## src/rtl/run_burst_tx.sv

```systemverilog
// Run-length burst transmitter: drives d high for cmd_len cycles, then low for GAP cycles.
// Optional ALARM_MODEL_EN adds exp_alarm, a model of the downstream consecutive-ones detector.
module run_burst_tx #(
  parameter int unsigned LEN_W = 4,
  parameter int unsigned GAP   = 2
) (
  input  logic             clk,
  input  logic             reset,
  input  logic             cmd_valid,
  output logic             cmd_ready,
  input  logic [LEN_W-1:0] cmd_len,
  output logic             d,
  output logic             busy,
`ifdef ALARM_MODEL_EN
  output logic             done,
  output logic             exp_alarm
`else
  output logic             done
`endif
);

  typedef enum logic [1:0] {StIdle, StRun, StGap} state_e;

  localparam logic [3:0] GapInit = 4'(GAP);

  state_e           state_q, state_d;
  logic [LEN_W-1:0] run_cnt_q, run_cnt_d;
  logic [3:0]       gap_cnt_q, gap_cnt_d;
  logic             zero_done_q, zero_done_d;
  logic             xfer;

  assign xfer = cmd_valid && cmd_ready;

  always_comb begin
    state_d     = state_q;
    run_cnt_d   = run_cnt_q;
    gap_cnt_d   = gap_cnt_q;
    zero_done_d = 1'b0;
    case (state_q)
      StIdle: begin
        if (xfer) begin
          // A zero-length command completes without leaving IDLE.
          if (cmd_len == '0) begin
            zero_done_d = 1'b1;
          end else begin
            run_cnt_d = cmd_len;
            state_d   = StRun;
          end
        end
      end
      StRun: begin
        run_cnt_d = run_cnt_q - LEN_W'(1);
        if (run_cnt_q == LEN_W'(1)) begin
          gap_cnt_d = GapInit;
          state_d   = StGap;
        end
      end
      StGap: begin
        gap_cnt_d = gap_cnt_q - 4'd1;
        if (gap_cnt_q == 4'd1) begin
          state_d = StIdle;
        end
      end
      default: state_d = StIdle;
    endcase
  end

  always_ff @(posedge clk or negedge reset) begin
    if (!reset) begin
      state_q     <= StIdle;
      run_cnt_q   <= '0;
      gap_cnt_q   <= '0;
      zero_done_q <= 1'b0;
    end else begin
      state_q     <= state_d;
      run_cnt_q   <= run_cnt_d;
      gap_cnt_q   <= gap_cnt_d;
      zero_done_q <= zero_done_d;
    end
  end

  // All outputs are decodes of registered state; no input reaches them combinationally.
  assign cmd_ready = (state_q == StIdle);
  assign busy      = (state_q != StIdle);
  assign d         = (state_q == StRun);
  assign done      = zero_done_q || ((state_q == StGap) && (gap_cnt_q == 4'd1));

`ifdef ALARM_MODEL_EN
  logic [1:0] ones_q;

  always_ff @(posedge clk or negedge reset) begin
    if (!reset) begin
      ones_q <= 2'd0;
    end else if (d) begin
      ones_q <= (ones_q == 2'd3) ? 2'd3 : ones_q + 2'd1;
    end else begin
      ones_q <= 2'd0;
    end
  end

  assign exp_alarm = ones_q[1];
`endif

endmodule
```

## config.mk

```make
export PLATFORM = sky130hd
export DESIGN_NAME = run_burst_tx
export DESIGN_NICKNAME = d
export VERILOG_FILES = /design/src/rtl/run_burst_tx.sv
export SDC_FILE = /design/constraint.sdc
export NUM_CORES = 1
export LEC_CHECK = 0
export CORE_AREA = 3 3 40 42
export CTS_BUF_LIST = sky130_fd_sc_hd__clkbuf_4 sky130_fd_sc_hd__clkbuf_8 sky130_fd_sc_hd__clkbuf_16
export DETAILED_ROUTE_END_ITERATION = 10
export DIE_AREA = 0 0 43 45
export GPL_TIMING_DRIVEN = 0
export HOLD_SLACK_MARGIN = 0.05
export MAX_ROUTING_LAYER = met4
export PLACE_DENSITY_LB_ADDON = 0.12
export SYNTH_ARGS = -nofsm -noshare
export SYNTH_HDL_FRONTEND = slang
export SYNTH_SLANG_ARGS = --single-unit
export TNS_END_PERCENT = 1
```

## constraint.sdc

```tcl
create_clock -name clk -period 3.2 [get_ports clk]
set_clock_uncertainty 0.1 [all_clocks]
set_input_delay 0.48 -clock clk [delete_from_list [all_inputs] [get_ports clk]]
set_output_delay 0.48 -clock clk [all_outputs]
set_load 0.01 [all_outputs]
```

### Word level (Yosys, flattened, before mapping)

Index checks and enable logic that the tools add are counted.

* flip-flop bits (word level): 11
* output and inout port bits: 4
* word-level logic and storage cells: 38

* $add $sub $neg: 2
* equality and inequality tests: 8
* muxes and demuxes: 13
* reductions and logical operators: 11

Operators with widths (number)
* 4-bit one-hot mux with 2 select lines: 2
* 4-bit 2-to-1 mux: 3
* 4-bit by 1-bit == test with 1-bit output (second input constant): 2
* 2-bit 2-to-1 mux: 4
* 4-bit by 1-bit subtractor with 4-bit output (second input constant): 2
* 2-bit one-hot mux with 3 select lines: 1
* 2-bit nonzero test: 3
* 4-bit zero test: 1
* 2-bit by 1-bit inequality test with 1-bit output (second input constant): 2
* 2-bit inequality test (second input constant): 2
* 4-bit AND reduction: 1
* 1-bit 2-to-1 mux: 3
* 3-bit AND reduction: 1
* 2-bit by 1-bit == test with 1-bit output (second input constant): 1
* 2-bit == test (second input constant): 1
* 1-bit logical AND: 2
* 2-bit zero test: 1
* 2-bit AND reduction: 1
* 1-bit logical OR: 1

### Longest topological paths before layout

Gate-level depths: netlist (run 1).

* depth in word-level cells: 4
* depth in mapped cells: 5

### Worst setup path before layout (run 1)

OpenSTA, ideal clock, no wires.

* path type: register -> output
* start: reg state_q[0]
* end: out done
* arrival time: 0.964 ns
* path slack: 1.656 ns
* stages on the path, launching flop included: 4
* path buffers: 1
* cell sequence: dfrtp_1 buf_2 nand2b_1 o21bai_1

* cells in the longest elaborated chain, start to end: 3

RTL lines
* start: declaration: line 26 `state_e state_q, state_d;`
* start signal: assignment: line 70 `state_q <= StIdle;`
* start signal: assignment: line 75 `state_q <= state_d;`
* 2-bit == test: line 86 `assign done = zero_done_q || ((state_q == StGap) && (gap_cnt_q == 4'd1));`
* 1-bit logical AND: line 86
* 1-bit logical OR: line 86
* end: declaration: line 18 `output logic done`

Every way passes these cells.

### Worst setup path after layout (run 1)

Same ends and word-level chain as after synthesis.

==> impl_metrics.env, run 1 <==
export IMPL_seq_area_frac_synth_pct=41.7
export IMPL_fin_tns_setup_ns=0
export IMPL_reg_to_reg_critical_path_startpoint="run_cnt_q[1]$_DFFE_PN0P_"
export IMPL_antenna_found_initial=0
export IMPL_ant_nets=0
export IMPL_synth_top_area_cell="dfrtp_1"
export IMPL_critPathRequiredTime_ns=2.62
export IMPL_kind_of_critical_path="register to output pin"
export IMPL_globalRoute_totalOverflow=0
export IMPL_intPower_uw=425
export IMPL_pre_cts_ws_ns=1.11
export IMPL_placement_io_buffers=10
export IMPL_num_nets_final=94
export IMPL_grt_first_pass_wirelength_um=2220
export IMPL_drive_above_1_share_pct=18.3
export IMPL_postPlaceCellArea_um2=779
export IMPL_hp_class="register to register"
export IMPL_fin_util_pct=63.0
export IMPL_worst_slew_pin_transition_ns=0.501
export IMPL_hold_buffers=0
export IMPL_cts_sinks=11
export IMPL_htree_levels=1
export IMPL_dieArea_um2=1940
export IMPL_chipWidth_um=43
export IMPL_initial_core_util_pct=51.4
export IMPL_timing_final_max_slew_violations=0
export IMPL_avgRoutedWirePerCell_um=12.6
export IMPL_edff_count_synth=0
export IMPL_ys_async_sr_fraction_pct=100
export IMPL_period_share_pct=74.7
export IMPL_grt_max_degree=12
export IMPL_drt_pass1_iter_count=4
export IMPL_detail_route_drc_violations=0
export IMPL_rows=13
export IMPL_part_of_the_power_in_combinational_logic_pct=49.2
export IMPL_detailroute_via_count=512
export IMPL_route_detailed_vias_per_inst=5.28
export IMPL_synth_top_flop_cell="dfrtp_1"
export IMPL_cts_root_cell="clkbuf_4"
export IMPL_route_top_layer_used="met4"
export IMPL_met2_length_um=522
export IMPL_critical_path_reg2reg_endpoint="gap_cnt_q[3]$_DFFE_PN0P_"
export IMPL_sequentialPowerShare_pct=35.5
export IMPL_timing_hold_worst_endpoint="gap_cnt_q[1]$_DFFE_PN0P_"
export IMPL_coreArea_um2=1280
export IMPL_post_synth_cell_area_avg_um2=9.72
export IMPL_drt_iter0_markers=8
export IMPL_met3RoutedLength_um=49
export IMPL_total_clock_buffers_created_by_cts=3
export IMPL_period_minus_slack_ns=2.39
export IMPL_cts_setup_buffers=0
export IMPL_setup_worst_path_end_class="output pin"
export IMPL_place_detailed_hpwl_um=939
export IMPL_setup_reg_to_reg_worst_slack_ns=1.67
export IMPL_ctsResizeCount=0
export IMPL_worst_slew_margin_rel_pct=66.5
export IMPL_insertedDiodeCount=0
export IMPL_worstRegToRegCells=5
export IMPL_power_density_nw_per_um2=840
export IMPL_rsz0062_at_grt="false"
export IMPL_path_max_fanout=10
export IMPL_crit_path_start_kind="register"
export IMPL_final_critical_path_setup_slack_ns=0.811
export IMPL_syn_cell_area_um2=661
export IMPL_track_usage_pct=16.2
export IMPL_power_leakage_uw=0.000376
export IMPL_routed_wirelength_um=1230
export IMPL_number_of_different_library_cells_in_the_post_synthesis_netlist=32
export IMPL_path_clk_slew_ns=0.07
export IMPL_post_synth_main_area_contributors="dfrtp_1 (42%), ha_1 (7.6%), nor2_1 (4.5%)"
export IMPL_worstSkewPairLatency_ns=0.27
export IMPL_hold_path_cell_count=1
export IMPL_yosys_cell_count_top_type="dfrtp_1"
export IMPL_hold_path_startpoint="gap_cnt_q[1]$_DFFE_PN0P_"
export IMPL_synth_seq_cells=11
export IMPL_p_switching_uw=255
export IMPL_bufs_on_longest_clock_path=2
export IMPL_clkPwrFrac_pct=15.3
export IMPL_max_cap_violations=0
export IMPL_netSwitchingFraction_pct=37.5
export IMPL_drt_met1_wl_um=643
export IMPL_synth_top_cell_area_share_pct=41.7
export IMPL_cp_arrival_ns=1.81
export IMPL_clock_fmax_ghz=0.419
export IMPL_hold_viol=0
export IMPL_most_frequent_cells_after_synthesis="dfrtp_1 (11), nor2_1 (8), inv_1 (7)"
export IMPL_area_growth_synth_to_final_pct=22.5
export IMPL_io_pin_count=11
export IMPL_gpl_final_weighted_congestion=0.733
export IMPL_outcome="finished, final reports clean"
export IMPL_final_setup_viol_count=0
export IMPL_die_height_um=45
export IMPL_numPlacedInstances=93
export IMPL_synth_warn=0
export IMPL_finalInstanceArea_um2=810
export IMPL_synth_nets=79
export IMPL_first_global_vias=516
export IMPL_postSynthCellCount=68
export IMPL_peakVddDrop_mv=0.392
export IMPL_stdcell_count=97
export IMPL_cts_tree="yes"
power by group through the flow:
stage | Combinational (uW) | Sequential [uW] | Clock, uW
after floorplan | 249 | 231 | 0
after global placement | 328 | 240 | 0
after detailed placement | 338 | 244 | 0
after CTS | 340 | 241 | 111
after global routing | 383 | 250 | 118
final | 335 | 241 | 104
flip-flops by register name, summed over array words and instances (netlist names):
register	count
gap_cnt_q	4
run_cnt_q	4
state_q	2
zero_done_q	1
cell families after synthesis:
kind of cell	Yosys count	synth area share, %
adder cells (fa/ha/maj)	4	7.58
multiplexers	2	3.22
flip-flops	11	41.7
XOR/XNOR	2	2.65
buffers and inverters	9	5.49
AO/OA/AOI/OAI	16	19.5
AND/OR/NAND/NOR	24	19.9
worst max path at each step:
| stage | slack [ns] | to | startpoint |
|---|---|---|---|
| CTS | 0.79 | done | state_q[0]$_DFFE_PN0P_ |
| global route | 0.70 | done | state_q[0]$_DFFE_PN0P_ |
| detailed placement | 1.11 | done | state_q[0]$_DFFE_PN0P_ |
| global placement | 1.10 | done | state_q[0]$_DFFE_PN0P_ |
| floorplan | 1.66 | done | state_q[0]$_DFFE_PN0P_ |
| finish | 0.81 | done | state_q[0]$_DFFE_PN0P_ |
worst max-delay path, cell delays in order, from the launching register on:
cell	delay, ns
dfrtp_1	0.38
buf_2	0.17
nand2b_1	0.25
o21bai_1	0.18
clkdlybuf4s50_1	0.55
per-stage QoR:
| stage | hold WS [ns] | total power (uW) |
|---|---|---|
| after detailed placement | 0.419 | 581 |
| after CTS | 0.436 | 692 |
| final | 0.435 | 680 |
| after floorplan | 0.0844 | 480 |
| after global placement | 0.408 | 568 |
| after global routing | 0.481 | 751 |
layer usage:
metal / global-route usage [%] / up-vias
li1: - / 263
met1: 21.5 / 237
met2: 23.1 / 10
met3: 3.59 / 2
met4: 9.04 / 0
met5: - / -
cell usage in the layout, fill, tap and decap left out, types with 2 or more instances in the layout:
master and n:
clkbuf_4 4, inv_1 7, nor3_1 2, buf_2 2
nand2_1 4, nand2b_1 2, a221o_1 2, o21bai_1 2
ha_1 4, a21oi_1 3, clkdlybuf4s50_1 10, dfrtp_1 11
nor2_1 8
area by class of cell:
type | instances | area, um^2
multi-input combinational | 48 | 349
timing repair buffer | 10 | 100
buffer | 2 | 10.0
tap | 15 | 18.8
fill | 115 | 475
inverter | 7 | 26.3
clock buffer | 4 | 30.0
sequential | 11 | 275
(Power assumes the default switching activity.)
==> run 2: changes to the inputs <==
- CORE_AREA: 3 3 40 42 -> unset
- CORE_MARGIN: unset -> 3
- CORE_UTILIZATION: unset -> 50
- DIE_AREA: 0 0 43 45 -> unset
- clock period: 3.2 -> 2.4 ns (I/O delays scaled with it)
==> impl_metrics.env, run 2 (synthesis gave the netlist of run 1 again) <==
export IMPL_most_common_library_cell_in_the_layout_ignoring_fill_and_taps="dfrtp_1"
export IMPL_initial_core_util_pct=56.4
export IMPL_chipWidth_um=42.4
export IMPL_hp_class="input port to async pin"
export IMPL_total_clock_buffers_created_by_cts=3
export IMPL_worst_slew_pin_transition_ns=0.519
export IMPL_worstSkewPairLatency_ns=0.27
export IMPL_first_global_vias=525
export IMPL_finalInstanceArea_um2=811
export IMPL_clock_fmax_ghz=0.445
export IMPL_hold_viol=0
export IMPL_fin_tns_setup_ns=0
export IMPL_dieArea_um2=1790
export IMPL_setup_reg_to_reg_worst_slack_ns=0.89
export IMPL_drt_pass1_iter_count=4
export IMPL_coreArea_um2=1170
export IMPL_outcome="finished, final reports clean"
export IMPL_setup_worst_path_end_class="output pin"
export IMPL_timing_final_max_slew_violations=0
export IMPL_worst_slew_margin_rel_pct=65.3
export IMPL_placement_io_buffers=10
export IMPL_place_detailed_hpwl_um=959
export IMPL_area_growth_synth_to_final_pct=22.7
export IMPL_period_share_pct=93.7
export IMPL_crit_path_start_kind="register"
export IMPL_cts_tree="yes"
export IMPL_peakVddDrop_mv=0.608
export IMPL_gpl_final_weighted_congestion=0.738
export IMPL_grt_max_degree=12
export IMPL_cts_sinks=11
export IMPL_antenna_found_initial=0
export IMPL_rows=12
export IMPL_critical_path_reg2reg_endpoint="gap_cnt_q[0]$_DFFE_PN0P_"
export IMPL_avgRoutedWirePerCell_um=13.6
export IMPL_grt_first_pass_wirelength_um=2370
export IMPL_max_cap_violations=0
export IMPL_cp_arrival_ns=1.79
export IMPL_power_density_nw_per_um2=1130
export IMPL_detail_route_drc_violations=0
export IMPL_drive_above_1_share_pct=19.5
export IMPL_track_usage_pct=18.3
export IMPL_routed_wirelength_um=1300
export IMPL_critPathRequiredTime_ns=1.94
export IMPL_reg_to_reg_critical_path_startpoint="run_cnt_q[1]$_DFFE_PN0P_"
export IMPL_path_clk_slew_ns=0.07
export IMPL_cts_setup_buffers=0
export IMPL_worstRegToRegCells=5
export IMPL_die_height_um=42.4
export IMPL_layout_cells_most_common_list="dfrtp_1 (11), clkdlybuf4s50_1 (10), nor2_1 (8)"
export IMPL_final_setup_viol_count=0
export IMPL_insertedDiodeCount=0
export IMPL_ant_nets=0
export IMPL_bufs_on_longest_clock_path=2
export IMPL_rsz0062_at_grt="false"
export IMPL_htree_levels=1
export IMPL_path_max_fanout=10
export IMPL_cts_root_cell="clkbuf_4"
export IMPL_kind_of_critical_path="register to output pin"
export IMPL_globalRoute_totalOverflow=0
export IMPL_postPlaceCellArea_um2=778
export IMPL_detailroute_via_count=526
export IMPL_hold_buffers=0
export IMPL_num_nets_final=94
export IMPL_power_leakage_uw=0.000377
export IMPL_io_pin_count=11
export IMPL_route_detailed_vias_per_inst=5.48
export IMPL_ctsResizeCount=0
export IMPL_layout_filler_cells=112
export IMPL_period_minus_slack_ns=2.25
export IMPL_drt_iter0_markers=6
export IMPL_reg_top3="gap_cnt_q: 4 flops, run_cnt_q: 4 flops, state_q: 2 flops"
==> run 2: layout make-up <==
| type | instances | area [um^2] | share of cell area, % |
|---|---|---|---|
| clock buffers | 4 | 30.0 | 3.70 |
| inverters | 7 | 26.3 | 3.24 |
| plain buffers | 2 | 10.0 | 1.23 |
| flip-flops and latches | 11 | 275 | 34.0 |
| repair buffers | 10 | 100 | 12.3 |
| multi-input cells | 48 | 352 | 43.4 |
| well taps | 14 | 17.5 | 2.16 |
==> run 2: worst max-delay path, stage by stage, from the launching register on <==
cell and delay, ns:
dfrtp_1 0.38, buf_2 0.17, nand2b_2 0.24, o21bai_1 0.17
clkdlybuf4s50_1 0.55
==> run 2: per-layer routing <==
metal | vias to the layer above | track usage (%) | routed length, um
met3 | 2 | 4.72 | 72
li1 | 263 | - | -
met2 | 16 | 24.9 | 589
met4 | 0 | 9.32 | 8
met1 | 245 | 24.8 | 634
met5 | - | - | 0
==> run 2: worst max-delay path by stage <==
stage                                 from   end  slack (ns)  depth (start not counted)
detailed placement  state_q[0]$_DFFE_PN0P_  done        0.42                          4
global route        state_q[0]$_DFFE_PN0P_  done       0.008                          4
global placement    state_q[0]$_DFFE_PN0P_  done        0.43                          4
CTS                 state_q[0]$_DFFE_PN0P_  done         0.1                          4
finish              state_q[0]$_DFFE_PN0P_  done        0.15                          4
floorplan           state_q[0]$_DFFE_PN0P_  done        0.98                          3
==> run 2: metrics by stage <==
stage	util, %	instances	worst slack [ns]	total power (uW)	hold slack [ns]
6_report	69.2	96	0.152	914	0.331
5_1_grt	69.2	96	0.00786	1010	0.346
3_3_place_gp	66.5	92	0.429	756	0.407
2_1_floorplan	-	68	0.976	640	-0.0356
4_1_cts	69.0	96	0.0993	922	0.339
3_5_place_dp	66.5	92	0.420	772	0.422
==> run 2: report_power, final <==
group          total, uW  internal, uW  switching [uW]
logic                452           233             218
registers            322           259            63.0
clock network        140          75.7            64.4
total                914           568             346
==> run 3: changes to the inputs <==
- ABC_AREA: unset -> 1
==> impl_metrics.env, run 3 <==
export IMPL_worstSkewPairLatency_ns=0.27
export IMPL_edff_count_synth=0
export IMPL_critical_path_buf_inv_count=2
export IMPL_fin_util_pct=69.6
export IMPL_layout_cells_most_common_list="nand2_1 (16), inv_1 (15), dfrtp_1 (11)"
export IMPL_synth_top_flop_cell="dfrtp_1"
export IMPL_area_growth_synth_to_final_pct=22.1
export IMPL_post_synth_cell_area_avg_um2=8.13
export IMPL_ys_async_sr_fraction_pct=100
export IMPL_grt_max_degree=12
export IMPL_layout_filler_cells=100
export IMPL_power_density_nw_per_um2=1220
export IMPL_outcome="finished, final reports clean"
export IMPL_met2_length_um=539
export IMPL_cp_arrival_ns=1.72
export IMPL_rsz0062_at_grt="false"
export IMPL_kind_of_critical_path="register to output pin"
export IMPL_timing_critical_path_slowest_cell_delay_ns=0.55
export IMPL_io_pin_count=11
export IMPL_timing_final_max_slew_violations=0
export IMPL_coreArea_um2=1170
export IMPL_insertedDiodeCount=0
export IMPL_hold_buffers=0
export IMPL_num_nets_final=108
export IMPL_avgRoutedWirePerCell_um=11.0
export IMPL_route_top_layer_used="met4"
export IMPL_seq_area_frac_synth_pct=41.3
export IMPL_place_detailed_hpwl_um=937
export IMPL_route_detailed_vias_per_inst=5.15
export IMPL_period_share_pct=90.9
export IMPL_routed_wirelength_um=1210
export IMPL_critical_path_reg2reg_endpoint="run_cnt_q[2]$_DFFE_PN0P_"
export IMPL_ctsResizeCount=0
export IMPL_drt_met1_wl_um=596
export IMPL_totalPowerFinal_uw=997
export IMPL_finalHoldWorstSlack_ns=0.325
export IMPL_first_global_vias=522
export IMPL_postSynthCellCount=82
export IMPL_globalRoute_totalOverflow=0
export IMPL_reg_top3="gap_cnt_q: 4 flops, run_cnt_q: 4 flops, state_q: 2 flops"
export IMPL_bufs_on_longest_clock_path=2
export IMPL_final_setup_viol_count=0
export IMPL_path_max_fanout=4
export IMPL_most_common_library_cell_in_the_layout_ignoring_fill_and_taps="nand2_1"
export IMPL_worst_slew_pin_transition_ns=0.513
export IMPL_setup_worst_path_end_class="output pin"
export IMPL_dieArea_um2=1810
export IMPL_path_clk_slew_ns=0.07
export IMPL_ant_nets=0
export IMPL_hp_class="input port to async pin"
export IMPL_antenna_found_initial=0
export IMPL_detail_route_drc_violations=0
export IMPL_rows=12
export IMPL_synth_top_cell_area_share_pct=41.3
export IMPL_fin_tns_setup_ns=0
export IMPL_pre_cts_ws_ns=0.522
export IMPL_syn_cell_area_um2=667
export IMPL_post_synth_main_area_contributors="dfrtp_1 (41%), nand2_1 (9.0%), inv_1 (8.4%)"
export IMPL_crit_path_start_kind="register"
export IMPL_placement_io_buffers=10
export IMPL_cts_sinks=11
export IMPL_timing_critical_path_slowest_stage_cell="clkdlybuf4s50_1"
export IMPL_gpl_final_weighted_congestion=0.801
export IMPL_detailroute_via_count=567
export IMPL_synth_warn=0
export IMPL_total_clock_buffers_created_by_cts=3
export IMPL_critical_path_top_delay_family="buffers and inverters"
export IMPL_htree_levels=1
export IMPL_cts_root_cell="clkbuf_4"
export IMPL_cts_setup_buffers=0
export IMPL_peakVddDrop_mv=0.676
export IMPL_chipWidth_um=42.5
export IMPL_track_usage_pct=16.0
export IMPL_grt_first_pass_wirelength_um=2140
export IMPL_period_minus_slack_ns=2.18
export IMPL_synth_top_area_cell="dfrtp_1"
export IMPL_die_height_um=42.5
export IMPL_synth_nets=93
export IMPL_synth_seq_cells=11
export IMPL_final_critical_path_setup_slack_ns=0.219
export IMPL_critical_path_cell_chain="inv_1 > ha_1 > nand3_1 > o21bai_1 > clkdlybuf4s50_1"
export IMPL_most_frequent_cells_after_synthesis="nand2_1 (16), inv_1 (15), dfrtp_1 (11)"
export IMPL_reg_to_reg_critical_path_startpoint="run_cnt_q[0]$_DFFE_PN0P_"
export IMPL_power_leakage_uw=0.000418
export IMPL_setup_reg_to_reg_worst_slack_ns=1.13
export IMPL_worst_slew_margin_rel_pct=65.7
export IMPL_drt_iter0_markers=6
export IMPL_max_cap_violations=0
export IMPL_clock_fmax_ghz=0.459
export IMPL_yosys_cell_count_top_type="nand2_1"
export IMPL_critPathRequiredTime_ns=1.94
export IMPL_met3RoutedLength_um=54
export IMPL_cts_tree="yes"
export IMPL_worstRegToRegCells=5
export IMPL_drive_above_1_share_pct=11.5
export IMPL_initial_core_util_pct=56.9
export IMPL_number_of_different_library_cells_in_the_post_synthesis_netlist=21
export IMPL_hold_viol=0
export IMPL_drt_pass1_iter_count=4
-- run 3: worst register-to-register path, delay by kind of cell, from the launching register on --
kind,cells,cell delay (ns)
xor+xnor,1,0.16
buf+inv,1,0.09
compound gates,2,0.19
flops,1,0.40
fa+ha+maj,1,0.21
-- run 3: logic make-up after synthesis --
logic type / share of synthesized area (%)
AO/OA/AOI/OAI: 11.4
flip-flops: 41.3
AND/OR/NAND/NOR: 28.7
adder cells (fa/ha/maj): 7.50
XOR/XNOR: 2.63
buffers and inverters: 8.44
-- run 3: routing by layer --
layer  GRT usage [%]  vias to the layer above
met5               -                        -
met4            5.59                        0
met2            24.6                       17
met3            3.00                        2
met1            20.9                      257
li1                -                      291
-- run 3: how the worst max path moves through the flow --
stage | start | end | cells after the start
3_3_place_gp | gap_cnt_q[1]$_DFFE_PN0P_ | done | 5
3_5_place_dp | state_q[0]$_DFFE_PN0P_ | done | 4
4_1_cts | gap_cnt_q[1]$_DFFE_PN0P_ | done | 5
6_report | gap_cnt_q[1]$_DFFE_PN0P_ | done | 5
5_1_grt | gap_cnt_q[1]$_DFFE_PN0P_ | done | 5
2_1_floorplan | gap_cnt_q[1]$_DFFE_PN0P_ | done | 4
-- run 3: final cells by class --
| class | instances | area (um^2) | share of cell area, % |
|---|---|---|---|
| clock buffers | 4 | 30.0 | 3.69 |
| inverters | 15 | 56.3 | 6.91 |
| multi-input cells | 56 | 335 | 41.2 |
| flip-flops and latches | 11 | 275 | 33.8 |
| well taps | 14 | 17.5 | 2.15 |
| repair buffers | 10 | 100 | 12.3 |
-- run 3: power by group --
part / leakage, uW / internal, uW / total (uW) / switching, uW
clock: 0.0000184 / 75.6 / 139 / 63.7
combinational: 0.000262 / 224 / 529 / 305
sequential: 0.000137 / 264 / 329 / 64.8
-- run 3: metrics by stage --
step           std cells  area (um^2)
2_1_floorplan         82          667
3_3_place_gp         106          785
3_5_place_dp         106          785
4_1_cts              110          815
5_1_grt              110          815
6_report             110          815
